## src/rtl/cond_logic.sv

```systemverilog
// Condition-code evaluation and NZCV flag register.
// Qualifies decoder write/branch requests with the instruction condition.
module cond_logic #(
    parameter int FLAG_W = 4,
    parameter int COND_W = 4
) (
    input  logic              clk,
    input  logic              reset,
    input  logic              En,
    input  logic [COND_W-1:0] Cond,
    input  logic [FLAG_W-1:0] ALUFlags,
    input  logic [1:0]        FlagW,
    input  logic              PCS,
    input  logic              RegW,
    input  logic              MemW,
    input  logic              NoWrite,
    output logic              PCSrc,
    output logic              RegWrite,
    output logic              MemWrite,
    output logic [FLAG_W-1:0] Flags
);

    logic [FLAG_W-1:0] r_flags;
    logic              w_n;
    logic              w_z;
    logic              w_c;
    logic              w_v;
    logic              w_cond_ex;
    logic              w_upd_nz;
    logic              w_upd_cv;

    assign w_n = r_flags[3];
    assign w_z = r_flags[2];
    assign w_c = r_flags[1];
    assign w_v = r_flags[0];

    // Evaluate condition code against the registered flags only.
    always_comb begin
        w_cond_ex = 1'b0;
        unique case (Cond)
            4'b0000: w_cond_ex = w_z;
            4'b0001: w_cond_ex = ~w_z;
            4'b0010: w_cond_ex = w_c;
            4'b0011: w_cond_ex = ~w_c;
            4'b0100: w_cond_ex = w_n;
            4'b0101: w_cond_ex = ~w_n;
            4'b0110: w_cond_ex = w_v;
            4'b0111: w_cond_ex = ~w_v;
            4'b1000: w_cond_ex = w_c & ~w_z;
            4'b1001: w_cond_ex = ~w_c | w_z;
            4'b1010: w_cond_ex = (w_n == w_v);
            4'b1011: w_cond_ex = (w_n != w_v);
            4'b1100: w_cond_ex = ~w_z & (w_n == w_v);
            4'b1101: w_cond_ex = w_z | (w_n != w_v);
            4'b1110: w_cond_ex = 1'b1;
            default: w_cond_ex = 1'b0;
        endcase
    end

    // Qualified write enables; reset squashes everything.
    always_comb begin
        PCSrc    = 1'b0;
        RegWrite = 1'b0;
        MemWrite = 1'b0;
        if (!reset) begin
            PCSrc    = PCS & w_cond_ex;
            RegWrite = RegW & w_cond_ex & ~NoWrite;
            MemWrite = MemW & w_cond_ex;
        end
    end

    assign w_upd_nz = En & FlagW[1] & w_cond_ex;
    assign w_upd_cv = En & FlagW[0] & w_cond_ex;

    // Flag register: two groups update independently; reset wins.
    always_ff @(posedge clk) begin
        if (reset) begin
            r_flags <= '0;
        end else begin
            if (w_upd_nz) r_flags[3:2] <= ALUFlags[3:2];
            if (w_upd_cv) r_flags[1:0] <= ALUFlags[1:0];
        end
    end

    assign Flags = r_flags;

endmodule

```

## config.mk

```make
export PLATFORM = sky130hd
export DESIGN_NAME = cond_logic
export DESIGN_NICKNAME = d
export VERILOG_FILES = /design/src/rtl/cond_logic.sv
export SDC_FILE = /design/constraint.sdc
export NUM_CORES = 1
export LEC_CHECK = 0
export ABC_AREA = 1
export BUFFER_PORTS_ARGS = -buffer_cell sky130_fd_sc_hd__buf_4
export CAP_MARGIN = 20
export CORE_AREA = 4 4 41 43
export CTS_BUF_LIST = sky130_fd_sc_hd__clkbuf_8
export DETAILED_ROUTE_END_ITERATION = 8
export DIE_AREA = 0 0 45 47
export PLACE_DENSITY_LB_ADDON = 0.12
export SYNTH_ARGS = -nofsm -noshare
export SYNTH_HDL_FRONTEND = slang
export SYNTH_SLANG_ARGS = --single-unit
```

## constraint.sdc

```tcl
create_clock -name clk -period 2.4 [get_ports clk]
set_clock_uncertainty 0.05 [all_clocks]
set_input_delay 0.24 -clock clk [delete_from_list [all_inputs] [get_ports clk]]
set_output_delay 0.24 -clock clk [all_outputs]
set_load 0.05 [all_outputs]
```

### Word level (Yosys, flattened, before mapping)

Cells that the tools add are included.

| storage, ports and cells | value |
|---|---|
| flip-flop bits (word level) | 4 |
| input bits | 17 |

| operators by class | value |
|---|---|
| equality and inequality tests | 16 |
| mux-type cells | 4 |
| bitwise operators | 17 |
| reduce and logical (&&, ||, !) cells | 1 |

Operators with widths:

| kind | number |
|---|---|
| 4-bit equality test, second input constant | 7 |
| 4-bit by 3-bit equality test with 1-bit output, second input constant | 4 |
| 1-bit case mux with 15 select lines | 1 |
| 1-bit bitwise AND | 10 |
| 4-bit by 2-bit equality test with 1-bit output, second input constant | 2 |
| 1-bit NOT | 5 |
| 4-bit by 1-bit equality test with 1-bit output, second input constant | 1 |
| 4-bit zero test | 1 |
| 1-bit two-way mux | 3 |
| 1-bit bitwise OR | 2 |
| 1-bit equality test | 1 |
| 1-bit != test | 1 |

### Longest topological paths before layout

Gate-level depths: netlist of run 1.

| logic depth | value |
|---|---|
| depth after elaboration | 6 |
| mapped depth | 11 |
| depth with buffers taken out | 11 |

### Least setup slack after synthesis of run 1

Ideal clock, no wire load.

| timing path | value |
|---|---|
| path type | register to output |
| from | register r_flags[3] (netlist: Flags[3]) |
| to | output port MemWrite |
| arrival time | 1973 ps |
| required time | 2110 ps |
| slack | 137 ps |
| stages on the path, launching flop included | 11 |
| buffers on the path | 0 |
| cell sequence | dfxtp_1 > inv_2 > nand2_1 > nand3_1 > nand2_1 > nand2_1 > nand2_1 > nor2_4 > nand2_4 > nand2_2 > nor2_1 |

| on the way | value |
|---|---|
| longest elaborated chain between the ends | 5 |

RTL lines:

| what | RTL line | text |
|---|---|---|
| start, declared | 23 | `logic [FLAG_W-1:0] r_flags;` |
| start signal, assigned | 80 | `if (w_upd_nz) r_flags[3:2] <= ALUFlags[3:2];` |
| 1-bit != test or 1-bit equality test (tied branches) | -- |  |
| 1-bit bitwise OR or 1-bit bitwise AND (tied branches) | 54, 53 |  |
| 1-bit case mux with 15 select lines (*) | 40 | `unique case (Cond)` |
| 1-bit bitwise AND (*) | 68 | `MemWrite = MemW & w_cond_ex;` |
| 1-bit two-way mux (*) | 65 | `if (!reset) begin` |
| end, declared | 19 | `output logic MemWrite,` |

Mark *: on every way between the ends. The rest lies on a longest branch, timed or not.

### Worst setup path in the final report of run 1

| timing path | value |
|---|---|
| from | register r_flags[3] (netlist: Flags[3]) |
| to | output port RegWrite |

| on the way | value |
|---|---|
| longest elaborated chain between the ends | 6 |

RTL lines:

| what | RTL line | text |
|---|---|---|
| 1-bit != test or 1-bit equality test (tied branches) | -- |  |
| 1-bit bitwise OR or 1-bit bitwise AND (tied branches) | 54, 53 |  |
| 1-bit case mux with 15 select lines (*) | 40 |  |
| 1-bit bitwise AND (*) (2 in series) | 67 | `RegWrite = RegW & w_cond_ex & ~NoWrite;` |
| 1-bit two-way mux (*) | 65 |  |
| end, declared | 18 | `output logic RegWrite,` |

Marked as above.

==> results of run 1 <==
[power groups by stage]
stage / Clock, mW / Combinational [mW] / Sequential (mW)
after floorplan: 0 / 0.0643 / 0.0936
after global placement: 0 / 0.123 / 0.0794
after detailed placement: 0 / 0.123 / 0.0795
after CTS: 0.139 / 0.123 / 0.0787
after global routing: 0.144 / 0.136 / 0.0795
final: 0.138 / 0.123 / 0.0786
[path summary, 6_finish.rpt]
kind / startpoint / cells past startpoint / to
setup reg to reg: Flags[3] / 9 / Flags[2]
setup / recovery: Flags[3] / 11 / RegWrite
hold / removal: reset / 4 / Flags[0]
hold reg to reg: Flags[1] / 2 / Flags[1]
[worst register-to-register path: stages, from the launching register on]
cell and delay (ps):
dfxtp_1 420, inv_2 70, nand2_1 80, nand2_1 60
nand3_1 60, nand3_1 100, nor2_2 140, nand2_4 100
a21oi_1 140, nor2_1 60
[placed cells by master (no fill, tap or decap)]
cell type,Yosys,final
nand2_1,29,29
buf_4,0,23
inv_1,16,16
nor2_1,13,13
nand3_1,12,12
a21oi_1,6,6
dfxtp_1,4,4
clkbuf_8,0,3
inv_2,2,2
nand3b_1,1,1
clkinv_1,1,1
nor3_1,1,1
nor2_4,1,1
a21boi_1,1,1
nor2_2,1,1
nand2_4,1,1
nand2_2,1,1
nor3_2,1,1
[logic make-up after synthesis]
| family | after synthesis | synth area share |
|---|---|---|
| simple gates | 61 | 0.593 |
| buf+inv | 19 | 0.154 |
| flops | 4 | 0.173 |
| compound gates | 7 | 0.0809 |
[per-stage QoR]
stage,instance area [um2],setup slack (ps)
floorplan,464,137
global placement,656,707
detailed placement,656,705
CTS,697,498
global route,697,333
finish,697,504
[cell type report]
cell class	count	area share
inverter	19	0.102
multi-input combinational	68	0.449
tap	15	0.0269
clock buffer	3	0.0592
sequential	4	0.115
timing repair buffer	23	0.248
[layer usage]
metal,vias up,wire length [um],global-route usage,part of all wire
met5,-,0,0,0
li1,330,-,-,-
met2,22,512,0.218,0.44
met3,2,119,0.0345,0.10
met4,0,5,0.0526,0.0043
met1,263,518,0.136,0.45
==> reports/results.ini, run 1 <==
[timing]
setup_viol = 0
setup_tns_ps = 0
tightest_slew_ps = 223
hold_viol = 0
fin_crit_sh = 0.790
rsz0062_at_grt = false
period_needed_ps = 1900
drv_slew = 0
hold_slack_ps = 273
fmax_mhz = 528
relSlewSlack = 0.851

[floorplanning]
row_count = 13
die_w_um = 45
die_h_um = 47
ios = 24
start_util = 0.357
core_area_um2 = 1300
dieArea_um2 = 2120

[global_route]
grt_max_degree = 10
grt_pass1_wl_um = 1930
antenna_found_initial = 0
gr-total-overflow = 0
grt_pass1_vias = 543
grt_usage = 0.122

[power]
p_total_uw = 339
p_sw_frac = 0.331
p_comb_frac = 0.362
power.switching_uw = 112
sequentialPowerShare = 0.232
vdd_drop_max_mv = 0.236
p_leak_nw = 0.407
intPower_uw = 227
pwr-share-clk = 0.406
power_density_nw_per_um2 = 486

[synth]
ys.flop_type = dfxtp_1
yosysMostFrequentCell = nand2_1
synth_edf_count = 0
ys_seq_elements = 4
synth_fp_nets = 108
avgSynthCellArea_um2 = 5.10
synthTopCellsByCount = nand2_1, inv_1, nor2_1, nand3_1, a21oi_1
ys_top_cells_by_area = nand2_1, dfxtp_1, nand3_1
synth.top_cell.area_share = 0.235
seq_area_frac_synth = 0.173
async_reset_ff_frac = 0
synthDistinctLibCells = 16
syn-cell-area_um2 = 464
synth_top_area_cell = nand2_1
yosys_warnings = 0
syn_inst = 91

[critical_path]
critical_path_class = reg -> out
crit_chain = inv_2, nand2_1, nand3_1, nand2_1, nand2_1, nand2_1, nor2_4, nand2_4, nand2_2, nor3_2, buf_4
max_stage_delay_ps = 420
worst-path-buf-inv = 2
worstPathRequired_ps = 2110
cp.arrival_ps = 1610
critPathTopFamily = simple AND/OR/NAND/NOR gates
critPathSlowestCell = dfxtp_1
start_kind = flip-flop
r2r_slack_ps = 1010
end_kind = output pin
cpMostUsedCell = nand2_1
critPathMaxFanout = 9

[clock_tree]
root_buffer = clkbuf_8
post-cts-setup-buffers = 0
cts_hold_buffers = 0
tritoncts = done
clock_latency_ps = 210
numCtsBuffers = 3
cts.sinks = 4
clock_path_buffers = 2
cts.clk_slew.worst_paths_ps = 30
cts_resized = 0
h-tree-depth = 1

[detailed_routing]
vias = 617
viasPerCell = 4.67
wl_um = 1160
ant_nets = 0
drc = 0
drt-initial-drc-count = 2
drt_first_pass_iters = 4
wl_per_cell_um = 8.75

[finish]
multiInputGateArea_um2 = 313
fillers = 142
post-route-util = 0.536
regArea_um2 = 80.1
num-nets-final = 136
largest_reg_flops = 4
drive_gt1_frac = 0.282
area_growth_syn_to_layout_pct = 50.1
finalNonFillerCells = 132
n_antenna_cell = 0

[placement]
io_buffers = 23
place_congestion = 0.798
dp_cells = 129
hpwl_um = 969

[flow_run]
max_cap_viol_count = 0

[status]
status = completed

[hold_path]
hold_path_class = in -> reg

(Power assumes the default switching activity.)
==> run 2, diff against run 1 <==
Settings changed: ABC_AREA 1 to 0.
Clock period 2.4 ns to 1.65 ns, I/O delays scaled along.
==> run 2 against run 1 <==
Net effect: power increased by 55%; the flow now finishes with violations (setup timing); sequential share of layout area decreased by 1.2 points; synthesized cell count decreased by 37%; final area increased by 26%; core utilization increased by 14 points; register-to-register slack got worse by 1200 ps; hold slack got worse by 120 ps; highest routed layer unchanged; global-route usage increased by 2.2 points.
==> reports/results.ini, run 2 <==
[status]
status = finished, violations left
failed_checks = setup timing

[critical_path]
crit_chain = or4bb_1, o211ai_1, o22ai_2, and3_4, nor4b_4, buf_6
critPathSlowestCell = or4bb_1
critPathMaxFanout = 4  ; -5
cp.arrival_ps = 1860  ; +250 ps
start_kind = flip-flop
max_stage_delay_ps = 470  ; +50 ps
r2r_slack_ps = -150  ; -1160 ps
worstPathRequired_ps = 1430  ; -680 ps
end_kind = output pin
critical_path_class = reg -> out

[floorplanning]
core_area_um2 = 1300  ; unchanged
die_w_um = 45  ; unchanged
dieArea_um2 = 2120  ; unchanged
die_h_um = 47  ; unchanged
start_util = 0.366  ; +0.00962
ios = 24  ; unchanged
row_count = 13  ; unchanged

[synth]
async_reset_ff_frac = 0  ; unchanged
seq_area_frac_synth = 0.168  ; -0.00453
synthXorXnorAreaFrac = 0.0367  ; +0.0367
synth_edf_count = 0  ; unchanged
ys_top_cells_by_area = dfxtp_1, nand2b_1, mux2i_1
avgSynthCellArea_um2 = 8.36  ; +64%
synthTopCellsByCount = nand2b_1, dfxtp_1, mux2i_1, nand2_1, a31oi_1
ys.flop_type = dfxtp_1
yosys_warnings = 0  ; unchanged
ys_seq_elements = 4  ; unchanged
synth.top_cell.area_share = 0.168  ; -0.0665
yosysMostFrequentCell = nand2b_1
syn_inst = 57  ; -37%
synth_top_family_by_area = simple AND/OR/NAND/NOR gates
syn-cell-area_um2 = 477  ; +2.7%
yosys.area_share.simple = 0.428  ; -0.165
synth_mux_area_frac = 0.0840  ; +0.0840
synthDistinctLibCells = 32  ; +16
synth_fp_nets = 74  ; -31%
yosys.area_share.adder = 0  ; unchanged
synth_top_area_cell = dfxtp_1
synth-compound-area-share = 0.199  ; +0.119

[timing]
setup_viol = 7  ; +7
layout_setup_ws_ps = -426  ; -931 ps
period_needed_ps = 2080
relSlewSlack = 0.664  ; -0.187
fin_crit_sh = 1.26
hold_slack_ps = 158  ; -116 ps
rsz0062_at_grt = true
fmax_mhz = 482
tightest_slew_ps = 498  ; +275 ps
drv_slew = 0  ; unchanged
hold_viol = 0  ; unchanged

[power]
vdd_drop_max_mv = 0.693  ; +190%
p_leak_nw = 0.387  ; -4.9%
power_density_nw_per_um2 = 601  ; +24%

[detailed_routing]
drc = 0  ; unchanged
drt_first_pass_iters = 4  ; unchanged
ant_nets = 0  ; unchanged
wl_um = 1420  ; +23%
viasPerCell = 5.29  ; +13%
vias = 577  ; -6.5%
wl_per_cell_um = 13.0  ; +48%
drt-initial-drc-count = 15  ; +13

[global_route]
antenna_found_initial = 0  ; unchanged
grt_usage = 0.145  ; +0.0223
grt_pass1_vias = 553  ; +1.8%
grt_max_degree = 12  ; +2
gr-total-overflow = 0  ; unchanged
grt_pass1_wl_um = 2240  ; +16%

[finish]
area_growth_syn_to_layout_pct = 84.0
drive_gt1_frac = 0.574  ; +0.292
largest_reg_flops = 4  ; unchanged
num-nets-final = 112  ; -18%
layout_commonest_cell = buf_4
n_antenna_cell = 0  ; unchanged
layout_common_cells = buf_4, nand2b_1, nand2_1, mux2i_1

[hold_path]
hold_path_class = in -> reg

[clock_tree]
numCtsBuffers = 3  ; unchanged
h-tree-depth = 1  ; unchanged
cts.clk_slew.worst_paths_ps = 40  ; about the same
clock_latency_ps = 220  ; about the same
root_buffer = clkbuf_8
clock_path_buffers = 2  ; unchanged
cts.sinks = 4  ; unchanged
tritoncts = done

[placement]
pre_cts_ws_ps = -313  ; -1020 ps
place_congestion = 0.735  ; -7.9%
hpwl_um = 1090  ; +13%
io_buffers = 23  ; unchanged

[flow_run]
max_cap_viol_count = 0  ; unchanged

## run 2: cell types whose count changed in the layout (fill, tap and decap cells not counted), sizes merged, moves of 3 or more
cell and change:
inv -16, nand2 -27, nand3 -11, nor2 -14, mux2i +4, a21oi -5
a31oi +3, nand2b +8, buf +15
## run 2: layout make-up
| class | instances | area, um2 |
|---|---|---|
| timing repair buffer | 38 | 297 |
| multi-input combinational | 47 | 423 |
| tap | 15 | 18.8 |
| fill | 119 | 424 |
| clock buffer | 3 | 41.3 |
| clock inverter | 1 | 3.75 |
| sequential | 4 | 90.1 |
| inverter | 1 | 3.75 |
## run 2: critical path, delay by kind of cell (launching register included)
kind	cells	cell delay [ps]
and+or+nand+nor	3	890
DFF	1	350
AOI/OAI and AO/OA	2	220
buffers and inverters	1	190
## run 2: through the flow
stage / TNS [ps] / utilization / total power, mW / area, um2 / instances
4_1_cts: -1900 / 0.654 / 0.522 / 851 / 109
2_1_floorplan: -1910 / - / 0.219 / 520 / 57
3_3_place_gp: -778 / 0.600 / 0.290 / 781 / 104
3_5_place_dp: -920 / 0.600 / 0.293 / 781 / 104
6_report: -1740 / 0.674 / 0.527 / 877 / 109
5_1_grt: -2380 / 0.674 / 0.548 / 877 / 109
## run 2: report_power, final
group	total, mW	switching [mW]	internal [mW]
clock network	0.221	0.0617	0.160
logic	0.198	0.0961	0.102
registers	0.107	0.00625	0.101
## run 2: kinds of logic after synthesis
group | count (synthesis)
simple gates | 29
flops | 4
buf+inv | 6
mux | 4
xor+xnor | 2
compound gates | 12
## run 2: final timing paths
path	depth (start not counted)	start	to
worst max-delay path	6	Flags[0]	RegWrite
worst min-delay path	3	ALUFlags[2]	Flags[2]
worst max register to register	6	Flags[0]	Flags[3]
worst min register to register	2	Flags[3]	Flags[3]
## run 2: what timing repair did
item	in CTS	in global routing
pin swaps	4	4
setup endpoints to repair	7	7
buffers inserted	1	0
hold buffers	0	0
gates resized for setup	4	4
## run 2: routing by layer
metal,up-vias,routed length [um],GRT usage
met5,-,0,0
met4,0,18,0.0526
met3,4,92,0.0230
met2,19,676,0.257
met1,265,627,0.175
li1,289,-,-
==> run 3, diff against run 2 <==
Settings changed: RECOVER_POWER set to 25.
==> run 3 against run 2 <==
Net effect: the run still ends with setup timing left; power shrank 0.19%; sequential power is essentially flat; final area shrank 0.43%; die area is the same; critical path type unchanged; largest cell class unchanged; highest routed layer unchanged.
==> reports/results.ini, run 3 (same netlist as run 2, synthesis figures left out) <==
[floorplanning]
core_area_um2 = 1300  ; unchanged
dieArea_um2 = 2120  ; unchanged
die_w_um = 45  ; unchanged
row_count = 13  ; unchanged
die_h_um = 47  ; unchanged
start_util = 0.366  ; unchanged
ios = 24  ; unchanged

[flow_run]
max_cap_viol_count = 0  ; unchanged

[global_route]
gr-total-overflow = 0  ; unchanged
grt_pass1_vias = 553  ; unchanged
grt_usage = 0.145  ; unchanged
antenna_found_initial = 0  ; unchanged
grt_pass1_wl_um = 2240  ; unchanged
grt_max_degree = 12  ; unchanged

[critical_path]
max_stage_delay_ps = 470  ; about the same
worst-path-buf-inv = 1  ; unchanged
cp.arrival_ps = 1860  ; about the same
reg2reg_depth = 6  ; unchanged
critical_path_class = reg -> out
start_kind = flip-flop
critPathSlowestCell = or4bb_1
critPathTopFamily = simple AND/OR/NAND/NOR gates
critPathMaxFanout = 4  ; unchanged
end_kind = output pin
path_depth = 6  ; unchanged
crit_chain = or4bb_1, o211ai_1, o22ai_2, and3_4, nor4b_4, buf_6
worstPathRequired_ps = 1430  ; about the same

[power]
vdd_drop_max_mv = 0.693  ; about the same
p_total_uw = 526  ; -0.19%
p_leak_nw = 0.382  ; -1.1%
power_density_nw_per_um2 = 602  ; +0.24%

[finish]
num-nets-final = 112  ; unchanged
drive_gt1_frac = 0.564  ; -0.0106
finalNonFillerCells = 109  ; unchanged
layout_commonest_cell = buf_4
area_growth_syn_to_layout_pct = 83.2
layout_common_cells = buf_4, nand2b_1, nand2_1, mux2i_1
n_antenna_cell = 0  ; unchanged
largest_reg_flops = 4  ; unchanged

[clock_tree]
clock_path_buffers = 2  ; unchanged
numCtsBuffers = 3  ; unchanged
clock_latency_ps = 220  ; about the same
h-tree-depth = 1  ; unchanged
root_buffer = clkbuf_8
tritoncts = done
cts.sinks = 4  ; unchanged
cts.clk_slew.worst_paths_ps = 40  ; about the same
cts_hold_buffers = 0  ; unchanged

[detailed_routing]
ant_nets = 0  ; unchanged
wl_um = 1410  ; -0.14%
viasPerCell = 5.29  ; unchanged
drt-initial-drc-count = 15  ; unchanged
drt_first_pass_iters = 4  ; unchanged
drc = 0  ; unchanged
wl_per_cell_um = 13.0  ; -0.14%
vias = 577  ; unchanged

[timing]
rsz0062_at_grt = true
tightest_slew_ps = 593  ; +95.5 ps
layout_setup_ws_ps = -426  ; -0.00900 ps
setup_viol = 7  ; unchanged
fin_crit_sh = 1.26  ; about the same
relSlewSlack = 0.606  ; -0.0573
fmax_mhz = 482  ; about the same
drv_slew = 0  ; unchanged
period_needed_ps = 2080  ; +0.00900 ps
hold_viol = 0  ; unchanged

[placement]
io_buffers = 23  ; unchanged
place_congestion = 0.735  ; unchanged
hpwl_um = 1090  ; unchanged
dp_cells = 104  ; unchanged

[hold_path]
hold_path_class = in -> reg
hold_depth = 3  ; unchanged

[status]
failed_checks = setup timing
status = finished, violations left

run 3: cell count changes in the layout (fill, tap and decap cells not counted):
cell      before  now
clkbuf_1       0    1
buf_4         35   34
run 3: area by class of cell:
type / count / area [um2]
clock buffers: 3 / 41.3
clock inverters: 1 / 3.75
fillers: 119 / 428
inverters: 1 / 3.75
multi-input cells: 47 / 423
flip-flops and latches: 4 / 90.1
well taps: 15 / 18.8
repair buffers: 38 / 293
run 3: where the power goes:
group / switching, mW / internal (mW) / total, mW / leakage [nW]
clock network: 0.0617 / 0.160 / 0.221 / 0.0269
registers: 0.00625 / 0.101 / 0.107 / 0.0350
logic: 0.0961 / 0.101 / 0.197 / 0.321
run 3: worst register-to-register path: cells and delay by family, from the launching register on:
family	cells	cell delay, ps
multiplexers	1	220
AND/OR/NAND/NOR	1	470
buffers and inverters	1	150
flip-flops	1	350
AO/OA/AOI/OAI	3	490
run 3: repair_timing:
item,CTS,global route
setup buffers,1,0
resized for setup,4,4
pin swaps,4,4
hold endpoints to repair,0,0
endpoints found under the setup margin,7,7
run 3: final timing paths:
kind	slack [ps]	end	from
setup / recovery	-430	RegWrite	Flags[0]
hold / removal	160	Flags[2]	ALUFlags[2]
setup reg to reg	-150	Flags[3]	Flags[0]
hold reg to reg	480	Flags[3]	Flags[3]
run 3: metrics by stage:
| step | setup TNS [ps] | cell area [um2] | util | setup slack, ps | hold slack [ps] |
|---|---|---|---|---|---|
| global route | -2380 | 873 | 0.671 | -491 | 171 |
| detailed placement | -920 | 781 | 0.600 | -313 | 388 |
| global placement | -778 | 781 | 0.600 | -290 | 382 |
| finish | -1740 | 873 | 0.671 | -426 | 158 |
| floorplan | -1910 | 520 | - | -621 | 260 |
| CTS | -1900 | 851 | 0.654 | -453 | 158 |
run 3: layer usage:
layer | track usage | routed length [um]
met1 | 0.175 | 626
met2 | 0.257 | 676
met3 | 0.0230 | 92
met4 | 0.0526 | 18
met5 | 0 | 0
